File: config.mk
export PLATFORM = sky130hd
export DESIGN_NAME = maxpool2x2_stream
export DESIGN_NICKNAME = d
export VERILOG_FILES = /design/src/rtl/maxpool2x2_stream.sv
export SDC_FILE = /design/constraint.sdc
export NUM_CORES = 1
export LEC_CHECK = 0
export CAP_MARGIN = 20
export CORE_UTILIZATION = 35
export DETAILED_ROUTE_END_ITERATION = 8
export SLEW_MARGIN = 20
export SYNTH_ARGS = -nofsm -noshare
export SYNTH_HDL_FRONTEND = slang
export SYNTH_SLANG_ARGS = --single-unit
File: constraint.sdc
create_clock -name clk -period 6.1 [get_ports clk]
set_input_delay 1.22 -clock clk [delete_from_list [all_inputs] [get_ports clk]]
set_output_delay 1.22 -clock clk [all_outputs]
set_load 0.01 [all_outputs]
File: src/rtl/maxpool2x2_stream.sv
// 2x2 stride-2 max pooling over a raster-order IEEE-754 single-precision stream.
// Optional ReLU is applied to the pooled result. Trailing odd row/column is ignored.
module maxpool2x2_stream #(
   parameter int DATA_WIDTH = 32,
   parameter int WIDTH      = 8,
   parameter int HEIGHT     = 8,
   parameter int RELU       = 1
) (
   input  logic                  clk,
   input  logic                  rst,
   input  logic [DATA_WIDTH-1:0] i_data,
   input  logic                  valid_in,
   output logic [DATA_WIDTH-1:0] o_data,
   output logic                  valid_out,
   output logic [15:0]           o_col,
   output logic [15:0]           o_row,
   output logic                  frame_done
);
   // Handshake: valid-only. A pixel is consumed on every clock where valid_in is high;
   // there is no ready, so no backpressure. valid_out is a one-cycle pulse per pooled pixel.

   localparam int          HALF_W    = WIDTH / 2;
   localparam int          HALF_H    = HEIGHT / 2;
   localparam int          IDX_W     = (HALF_W > 1) ? $clog2(HALF_W) : 1;
   localparam int          MSB       = DATA_WIDTH - 1;
   localparam logic [15:0] LAST_COL  = 16'(WIDTH - 1);
   localparam logic [15:0] LAST_ROW  = 16'(HEIGHT - 1);
   localparam logic [15:0] POOL_COLS = 16'(2 * HALF_W);
   localparam logic [15:0] POOL_ROWS = 16'(2 * HALF_H);
   localparam logic [15:0] LAST_PCOL = 16'(HALF_W - 1);
   localparam logic [15:0] LAST_PROW = 16'(HALF_H - 1);

   // Max on raw float bits: sign-magnitude ordering, +0 beats -0 via the sign rule.
   function automatic logic [DATA_WIDTH-1:0] fmax(input logic [DATA_WIDTH-1:0] a,
                                                  input logic [DATA_WIDTH-1:0] b);
      logic [DATA_WIDTH-1:0] res;
      if (a[MSB] != b[MSB])
         res = a[MSB] ? b : a;
      else if (!a[MSB])
         res = (a > b) ? a : b;
      else
         res = (a < b) ? a : b;
      return res;
   endfunction

   logic [15:0]           col;
   logic [15:0]           row;
   logic [DATA_WIDTH-1:0] left;
   logic [DATA_WIDTH-1:0] line_buf [HALF_W];
   logic [IDX_W-1:0]      buf_idx;
   logic [DATA_WIDTH-1:0] pair_max;
   logic [DATA_WIDTH-1:0] pooled;
   logic [DATA_WIDTH-1:0] relu_out;
   logic                  in_region;
   logic                  last_col;
   logic                  last_row;

   assign buf_idx   = col[IDX_W:1];
   assign in_region = (col < POOL_COLS) && (row < POOL_ROWS);
   assign last_col  = (col == LAST_COL);
   assign last_row  = (row == LAST_ROW);
   assign pair_max  = fmax(left, i_data);
   assign pooled    = fmax(line_buf[buf_idx], pair_max);
   assign relu_out  = ((RELU != 0) && pooled[MSB]) ? '0 : pooled;

   always_ff @(posedge clk) begin
      if (rst) begin
         col        <= '0;
         row        <= '0;
         left       <= '0;
         o_data     <= '0;
         valid_out  <= 1'b0;
         o_col      <= '0;
         o_row      <= '0;
         frame_done <= 1'b0;
      end else begin
         valid_out  <= 1'b0;
         frame_done <= 1'b0;
         if (valid_in) begin
            if (last_col) begin
               col <= '0;
               row <= last_row ? 16'd0 : row + 16'd1;
            end else begin
               col <= col + 16'd1;
            end
            if (in_region && !col[0])
               left <= i_data;
            // Bottom-right pixel of a window: emit the pooled result next cycle.
            if (in_region && col[0] && row[0]) begin
               o_data     <= relu_out;
               valid_out  <= 1'b1;
               o_col      <= col >> 1;
               o_row      <= row >> 1;
               frame_done <= ((col >> 1) == LAST_PCOL) && ((row >> 1) == LAST_PROW);
            end
         end
      end
   end

   // Line buffer keeps the top-row pair maxima; contents are don't-care after reset.
   always_ff @(posedge clk) begin
      if (!rst && valid_in && in_region && col[0] && !row[0])
         line_buf[buf_idx] <= pair_max;
   end

endmodule

* Word level (Yosys, flattened, before mapping)
Memory sizes are Yosys's and may differ from the RTL's. A register that Yosys moved wholly into a read port is not among the register bits.
Cells that the tools add are included.
** Word-level totals
- Register bits :: 128
- Bits of input ports :: 35
- Word-level logic and storage cells :: 60
- Memories kept :: 1
- Output and inout bits :: 66
- RAM bits :: 128
** Cells by class
- Muxes and demuxes :: 18
- Bitwise gates (word level) :: 2
- Reductions and logical operators :: 17
- Magnitude comparators :: 6
- Add/subtract/negate cells :: 2
- Equal/unequal tests :: 6
** Memory list
- line_buf :: depth 4, width 32, read ports 1, clocked after Yosys merged registers in 1, wr ports 1, line 49 : logic [DATA_WIDTH-1:0] line_buf [HALF_W];
** Operators with widths (count)
- $mux W32 :: 10
- $gt A32 B32 Y1 :: 2
- $lt A32 B32 Y1 :: 2
- $add A16 B1 Y16 const B :: 2
- $eq A16 B3 Y1 const B :: 2
- $lt A16 B4 Y1 const B :: 2
- $mux W16 :: 2
- $mux W31 :: 1
- $eq A15 B2 Y1 const B :: 2
- $logic_and A1 B1 Y1 :: 9
- $reduce_and A2 Y1 :: 3
- $mux W2 :: 2
- $logic_not A1 Y1 :: 3
- $mux W1 :: 3
- $reduce_or A3 Y1 :: 1
- $ne A1 B1 Y1 :: 2
- $not A1 Y1 :: 2
- $reduce_or A2 Y1 :: 1

* Depth between registers and ports, before layout
- Depth after elaboration :: 9
- Depth in mapped cells :: 21
- Gate-level depth less buffers :: 19

* Worst setup path after synthesis
Ideal clock, no wire load.
- Path type :: input to register
- Start :: in i_data[14]
- End :: reg o_data[10]
- Library setup time :: 130 ps
- Path slack :: 750 ps
- Arrival :: 5221 ps
- Buffers on the path :: 3
- Data required time :: 5970 ps
- Cell stages on the path :: 21
- Cell sequence :: inv_1 ha_1 a21oi_1 nand2_1 a22o_1 or4_1 a21oi_1 mux2_4 buf_4 mux2i_1 ha_1 nand4_1 nor4_4 a21oi_1 and2_1 a22o_1 o31ai_4 nand2b_1 buf_4 buf_12 o221ai_2
** On the way
- Word-level cells in the longest chain between the ends :: 9
- Elaborated cells on any way between the ends :: 16
- Those cells by class :: order compare: 4; eq/ne: 1; mux: 11
** Ends and longest elaborated chain
- start, declared :: line 11 : input logic [DATA_WIDTH-1:0] i_data,
- $gt A32 B32 Y1 / $lt A32 B32 Y1 (equally long branches) :: line 40, 42
- $mux W32, on equally long branches :: line 40, 42
- $mux W32 :: line 39 : else if (!a[MSB])
- $mux W32 * :: line 37 : if (a[MSB] != b[MSB])
- $gt A32 B32 Y1 / $lt A32 B32 Y1 (equally long branches) :: line 40, 42
- $mux W32, on equally long branches :: line 40, 42
- $mux W32 :: line 39
- $mux W32 * :: line 37
- $mux W31 * :: line 64 : assign relu_out = ((RELU != 0) && pooled[MSB]) ? '0 : pooled;
- end signal, assigned :: line 90 : o_data <= relu_out;
- end, declared :: line 13 : output logic [DATA_WIDTH-1:0] o_data,
Every way passes the cells marked *; elsewhere a longest branch is shown, timed or not.
A chain may end at the register's enable or synchronous reset.

* Worst setup path in the final report
- Start :: in i_data[13]
- End :: reg o_data[4]
The elaborated chain is that of the path after synthesis.

==> flow_summary.html <==
<table>
<tr><th>Metric</th><th>Value</th></tr>
<tr><th colspan="2">Timing</th></tr>
<tr><td>Total setup violations reported at the end of the flow</td><td>0</td></tr>
<tr><td>Final sum of negative setup slack</td><td>0 ns</td></tr>
<tr><td>Fin crit period</td><td>around 5.8 ns</td></tr>
<tr><td>Final clock skew</td><td>approximately 0.011 ns</td></tr>
<tr><td>Fin crit share</td><td>a little over nine tenths</td></tr>
<tr><td>Worst-Margin Slew</td><td>around 1.0 ns</td></tr>
<tr><td>Slew Viols, Final</td><td>0</td></tr>
<tr><td>Worst slew margin relative to its limit</td><td>~31%</td></tr>
<tr><td>Final hold violation count</td><td>0</td></tr>
<tr><td>Maximum clock rate</td><td>approximately 170 MHz</td></tr>
<tr><td>Worst hold slack after final layout</td><td>approximately 0.46 ns</td></tr>
<tr><td>RSZ-0062 raised after global routing</td><td>no</td></tr>
<tr><th colspan="2">Critical path</th></tr>
<tr><td>Critical R2R Capture</td><td>o_data[4]</td></tr>
<tr><td>Endpoint required time on the critical path</td><td>~6.6 ns</td></tr>
<tr><td>Critical path peak fanout</td><td>30</td></tr>
<tr><td>Reg2Reg Depth</td><td>19</td></tr>
<tr><td>Endpoint class of the critical path</td><td>register</td></tr>
<tr><td>Startpoint class of the critical path</td><td>input pin</td></tr>
<tr><td>Launch instance of the worst register-to-register path</td><td>left[7]</td></tr>
<tr><td>R2r setup slk</td><td>1.23 ns</td></tr>
<tr><td>Path type of the worst setup path</td><td>in -&gt; reg</td></tr>
<tr><td>Endpoint arrival time on the critical path</td><td>approximately 6.3 ns</td></tr>
<tr><th colspan="2">Routing</th></tr>
<tr><td>Drt drc</td><td>0</td></tr>
<tr><td>Antenna viol nets, final</td><td>0</td></tr>
<tr><td>Via count</td><td>7,772</td></tr>
<tr><td>Average wire per cell in the routed design</td><td>approximately 17 µm</td></tr>
<tr><td>DRT Pass-1 Iters</td><td>5</td></tr>
<tr><td>Drt via density</td><td>approximately 4.9</td></tr>
<tr><td>Total routed wirelength</td><td>approximately 27 mm</td></tr>
<tr><td>Iter 0 DRT Violations</td><td>approximately 370</td></tr>
<tr><th colspan="2">Layout</th></tr>
<tr><td>Number of antenna repair diodes</td><td>0</td></tr>
<tr><td>Final net count</td><td>~1,200</td></tr>
<tr><td>Layout overhead on the synthesized area</td><td>25.4%</td></tr>
<tr><td>Fraction of final layout cells sized beyond drive strength 1</td><td>about 16%</td></tr>
<tr><td>Total non-filler cell area in the finished layout</td><td>14,400 µm²</td></tr>
<tr><td>Post-layout util</td><td>a little under half</td></tr>
<tr><th colspan="2">Synth</th></tr>
<tr><td>Post-synth EDFFs</td><td>roughly 130</td></tr>
<tr><td>Share of Yosys cell area claimed by the top area cell type</td><td>roughly a third</td></tr>
<tr><td>Cell taking the most area after synthesis</td><td>sky130_fd_sc_hd__edfxtp_1</td></tr>
<tr><td>Post-synth top cells</td><td>129 x sky130_fd_sc_hd__dfxtp_1, 129 x sky130_fd_sc_hd__nand2_1, 128 x sky130_fd_sc_hd__edfxtp_1, 84 x sky130_fd_sc_hd__inv_1, 68 x sky130_fd_sc_hd__ha_1</td></tr>
<tr><td>Syn Inst Count</td><td>970</td></tr>
<tr><td>Distinct cells, synth</td><td>59</td></tr>
<tr><td>Number of warnings reported in the yosys synthesis log</td><td>0</td></tr>
<tr><td>Portion of the post-synthesis area used by sequential elements</td><td>between 50% and 60%</td></tr>
<tr><td>Post-synthesis average cell area</td><td>around 12 µm²</td></tr>
<tr><td>Summed instance area of the synthesized netlist</td><td>11,500 µm²</td></tr>
<tr><td>Proportion of register bits with asynchronous set or reset after synthesis</td><td>0%</td></tr>
<tr><td>Top_reg_cell synth</td><td>sky130_fd_sc_hd__dfxtp_1</td></tr>
<tr><td>Area contributors post-synth</td><td>sky130_fd_sc_hd__edfxtp_1 33%, sky130_fd_sc_hd__dfxtp_1 22%, sky130_fd_sc_hd__ha_1 7.4%</td></tr>
<tr><td>Number of synthesized register bits</td><td>around 260</td></tr>
<tr><th colspan="2">Die</th></tr>
<tr><td>Initial Util</td><td>between 30% and 40%</td></tr>
<tr><td>Die Outline Area</td><td>33,600 µm²</td></tr>
<tr><td>Top-level I/O count</td><td>between 100 and 150</td></tr>
<tr><td>Placement Rows</td><td>65</td></tr>
<tr><td>CORE AREA</td><td>32,000 µm²</td></tr>
<tr><td>Die height</td><td>about 180 µm</td></tr>
<tr><td>Horizontal die dimension</td><td>between 150 and 200 µm</td></tr>
<tr><th colspan="2">Pwr</th></tr>
<tr><td>Worst-case vdd ir drop</td><td>~210 µV</td></tr>
<tr><td>Total power of the final layout</td><td>~4.2 mW</td></tr>
<tr><td>Leakage component of the power</td><td>between 5 and 6 nW</td></tr>
<tr><td>PD cells</td><td>~290 nW/µm²</td></tr>
<tr><th colspan="2">Global route</th></tr>
<tr><td>Wire length of the first global-routing pass</td><td>roughly 42 mm</td></tr>
<tr><td>Combined global-route utilization of all metal layers</td><td>around 16%</td></tr>
<tr><td>Total congestion overflow after global routing</td><td>0</td></tr>
<tr><td>Largest net degree at the start of global routing</td><td>48</td></tr>
<tr><td>Number of antenna violations at the first check in global routing</td><td>1</td></tr>
<tr><td>Number of global-route vias before repair</td><td>approximately 7,900</td></tr>
<tr><th colspan="2">Clock network</th></tr>
<tr><td>Post-CTS setup buffer count</td><td>0</td></tr>
<tr><td>Longest Clk Path Bufs</td><td>3</td></tr>
<tr><td>Clock tree root driver cell</td><td>sky130_fd_sc_hd__clkbuf_16</td></tr>
<tr><td>Latest clock arrival within the worst-skew pair</td><td>around 0.53 ns</td></tr>
<tr><td>Number of buffers inserted during clock tree synthesis</td><td>28</td></tr>
<tr><td>Post-CTS sizing</td><td>0</td></tr>
<tr><td>TritonCTS clock tree</td><td>yes</td></tr>
<tr><td>Worst-path clk slew</td><td>0.06 ns</td></tr>
<tr><td>Clock sink count</td><td>between 200 and 300</td></tr>
<tr><td>Post-CTS Hold Buffers</td><td>0</td></tr>
<tr><td>H-tree levels</td><td>1</td></tr>
<tr><th colspan="2">Placement</th></tr>
<tr><td>GPL Wtd Cong</td><td>a little over 0.8</td></tr>
<tr><td>I/O Buffers</td><td>between 90 and 100</td></tr>
<tr><td>HPWL after detailed placement</td><td>18.4 mm</td></tr>
<tr><td>Placement-stage cell area</td><td>approximately 13,000 µm²</td></tr>
<tr><th colspan="2">Hold path</th></tr>
<tr><td>Cell depth of the worst hold path</td><td>1</td></tr>
<tr><td>Min-delay src</td><td>o_row[12]</td></tr>
<tr><td>Worst min path class</td><td>reg -&gt; reg</td></tr>
<tr><td>Worst Hold End</td><td>o_row[12]</td></tr>
<tr><th colspan="2">Flow run</th></tr>
<tr><td>Maximum capacitance violations</td><td>0</td></tr>
<tr><th colspan="2">Status</th></tr>
<tr><td>Status</td><td>finished clean</td></tr>
</table>
[how the worst max path moves through the flow]
stage	slack [ns]	startpoint	cells past startpoint	to
after global placement	-0.15	i_data[14]	21	o_data[4]
final	0.28	i_data[13]	21	o_data[4]
after detailed placement	-0.22	i_data[14]	21	o_data[4]
after global routing	0.03	i_data[14]	21	o_data[14]
after CTS	0.33	i_data[14]	21	o_data[4]
after floorplan	0.75	i_data[14]	21	o_data[10]
[cells in the final DEF (no fill, tap or decap), drive strengths merged, types with 8 or more instances in the layout]
master and count:
nor2 51, nand2 129, nand3b 12, mux2i 34
clkbuf 41, a21oi 62, buf 75, nand4 23
clkdlybuf4s50 96, o21ai 11, inv 84, mux4 32
o221ai 18, and2 28, ha 68, clkinv 8
dfxtp 129, xor2 21, edfxtp 128, o211ai 14
nor4 10, a21o 9
[flip-flops by register name, summed over array words and instances, names as in the netlist, named ones only]
name / count
valid_out: 1
line_buf: 128
o_data: 31
row: 16
o_col: 15
o_row: 15
frame_done: 1
col: 16
left: 32
[cell families (layout without fill, tap and decap cells)]
logic type / count (synthesis) / after routing / synth area share, %
AO/OA/AOI/OAI: 133 / 133 / 8.13
XOR/XNOR: 26 / 26 / 1.98
adder cells (fa/ha/maj): 68 / 68 / 7.40
buffers and inverters: 126 / 307 / 4.61
flip-flops: 257 / 257 / 55.9
multiplexers: 69 / 69 / 9.59
other: 1 / 3 / 0.0326
AND/OR/NAND/NOR: 290 / 290 / 12.4
[critical path, cell delays in order]
cell and delay [ns]:
sky130_fd_sc_hd__clkdlybuf4s50_1 0.58, sky130_fd_sc_hd__inv_1 0.07, sky130_fd_sc_hd__ha_1 0.31, sky130_fd_sc_hd__nand4_1 0.14, sky130_fd_sc_hd__nor4_1 0.09, sky130_fd_sc_hd__a21boi_0 0.12, sky130_fd_sc_hd__or4_1 0.48, sky130_fd_sc_hd__a21oi_1 0.18
sky130_fd_sc_hd__mux2_4 0.49, sky130_fd_sc_hd__mux2i_1 0.23, sky130_fd_sc_hd__ha_1 0.36, sky130_fd_sc_hd__nand4_1 0.18, sky130_fd_sc_hd__nor4_1 0.32, sky130_fd_sc_hd__buf_4 0.18, sky130_fd_sc_hd__a21oi_1 0.07, sky130_fd_sc_hd__and2_1 0.17
sky130_fd_sc_hd__a22o_1 0.24, sky130_fd_sc_hd__o31ai_4 0.26, sky130_fd_sc_hd__nand2_1 0.13, sky130_fd_sc_hd__buf_12 0.24, sky130_fd_sc_hd__o221ai_1 0.19
[routing by layer]
layer / up-vias / part of all wire (%) / global-route usage [%]
li1: 3801 / - / -
met1: 3742 / 46 / 21.3
met2: 188 / 47 / 26.7
met3: 39 / 5.6 / 3.34
met4: 2 / 1.9 / 4.07
met5: - / 0.045 / 0
[area by class of cell]
| type | count | area, µm² |
|---|---|---|
| clock buffers | 41 | 852 |
| flip-flops and latches | 257 | 6430 |
| well taps | 435 | 544 |
| repair buffers | 171 | 1560 |
| clock inverters | 11 | 129 |
| inverters | 84 | 315 |
| multi-input cells | 589 | 4590 |
| fillers | 2887 | 17500 |
[power by group]
group | switching (mW) | internal, mW
registers | 0.0249 | 1.86
clock network | 0.677 | 1.09
logic | 0.270 | 0.227
total | 0.972 | 3.18
[metrics by stage]
step / std cells / worst slack, ns
after floorplan: 972 / 0.750
after global placement: 1536 / -0.149
after detailed placement: 1536 / -0.220
after CTS: 1588 / 0.331
after global routing: 1588 / 0.0263
final: 1588 / 0.281
Power figures use the tool's default switching activity.
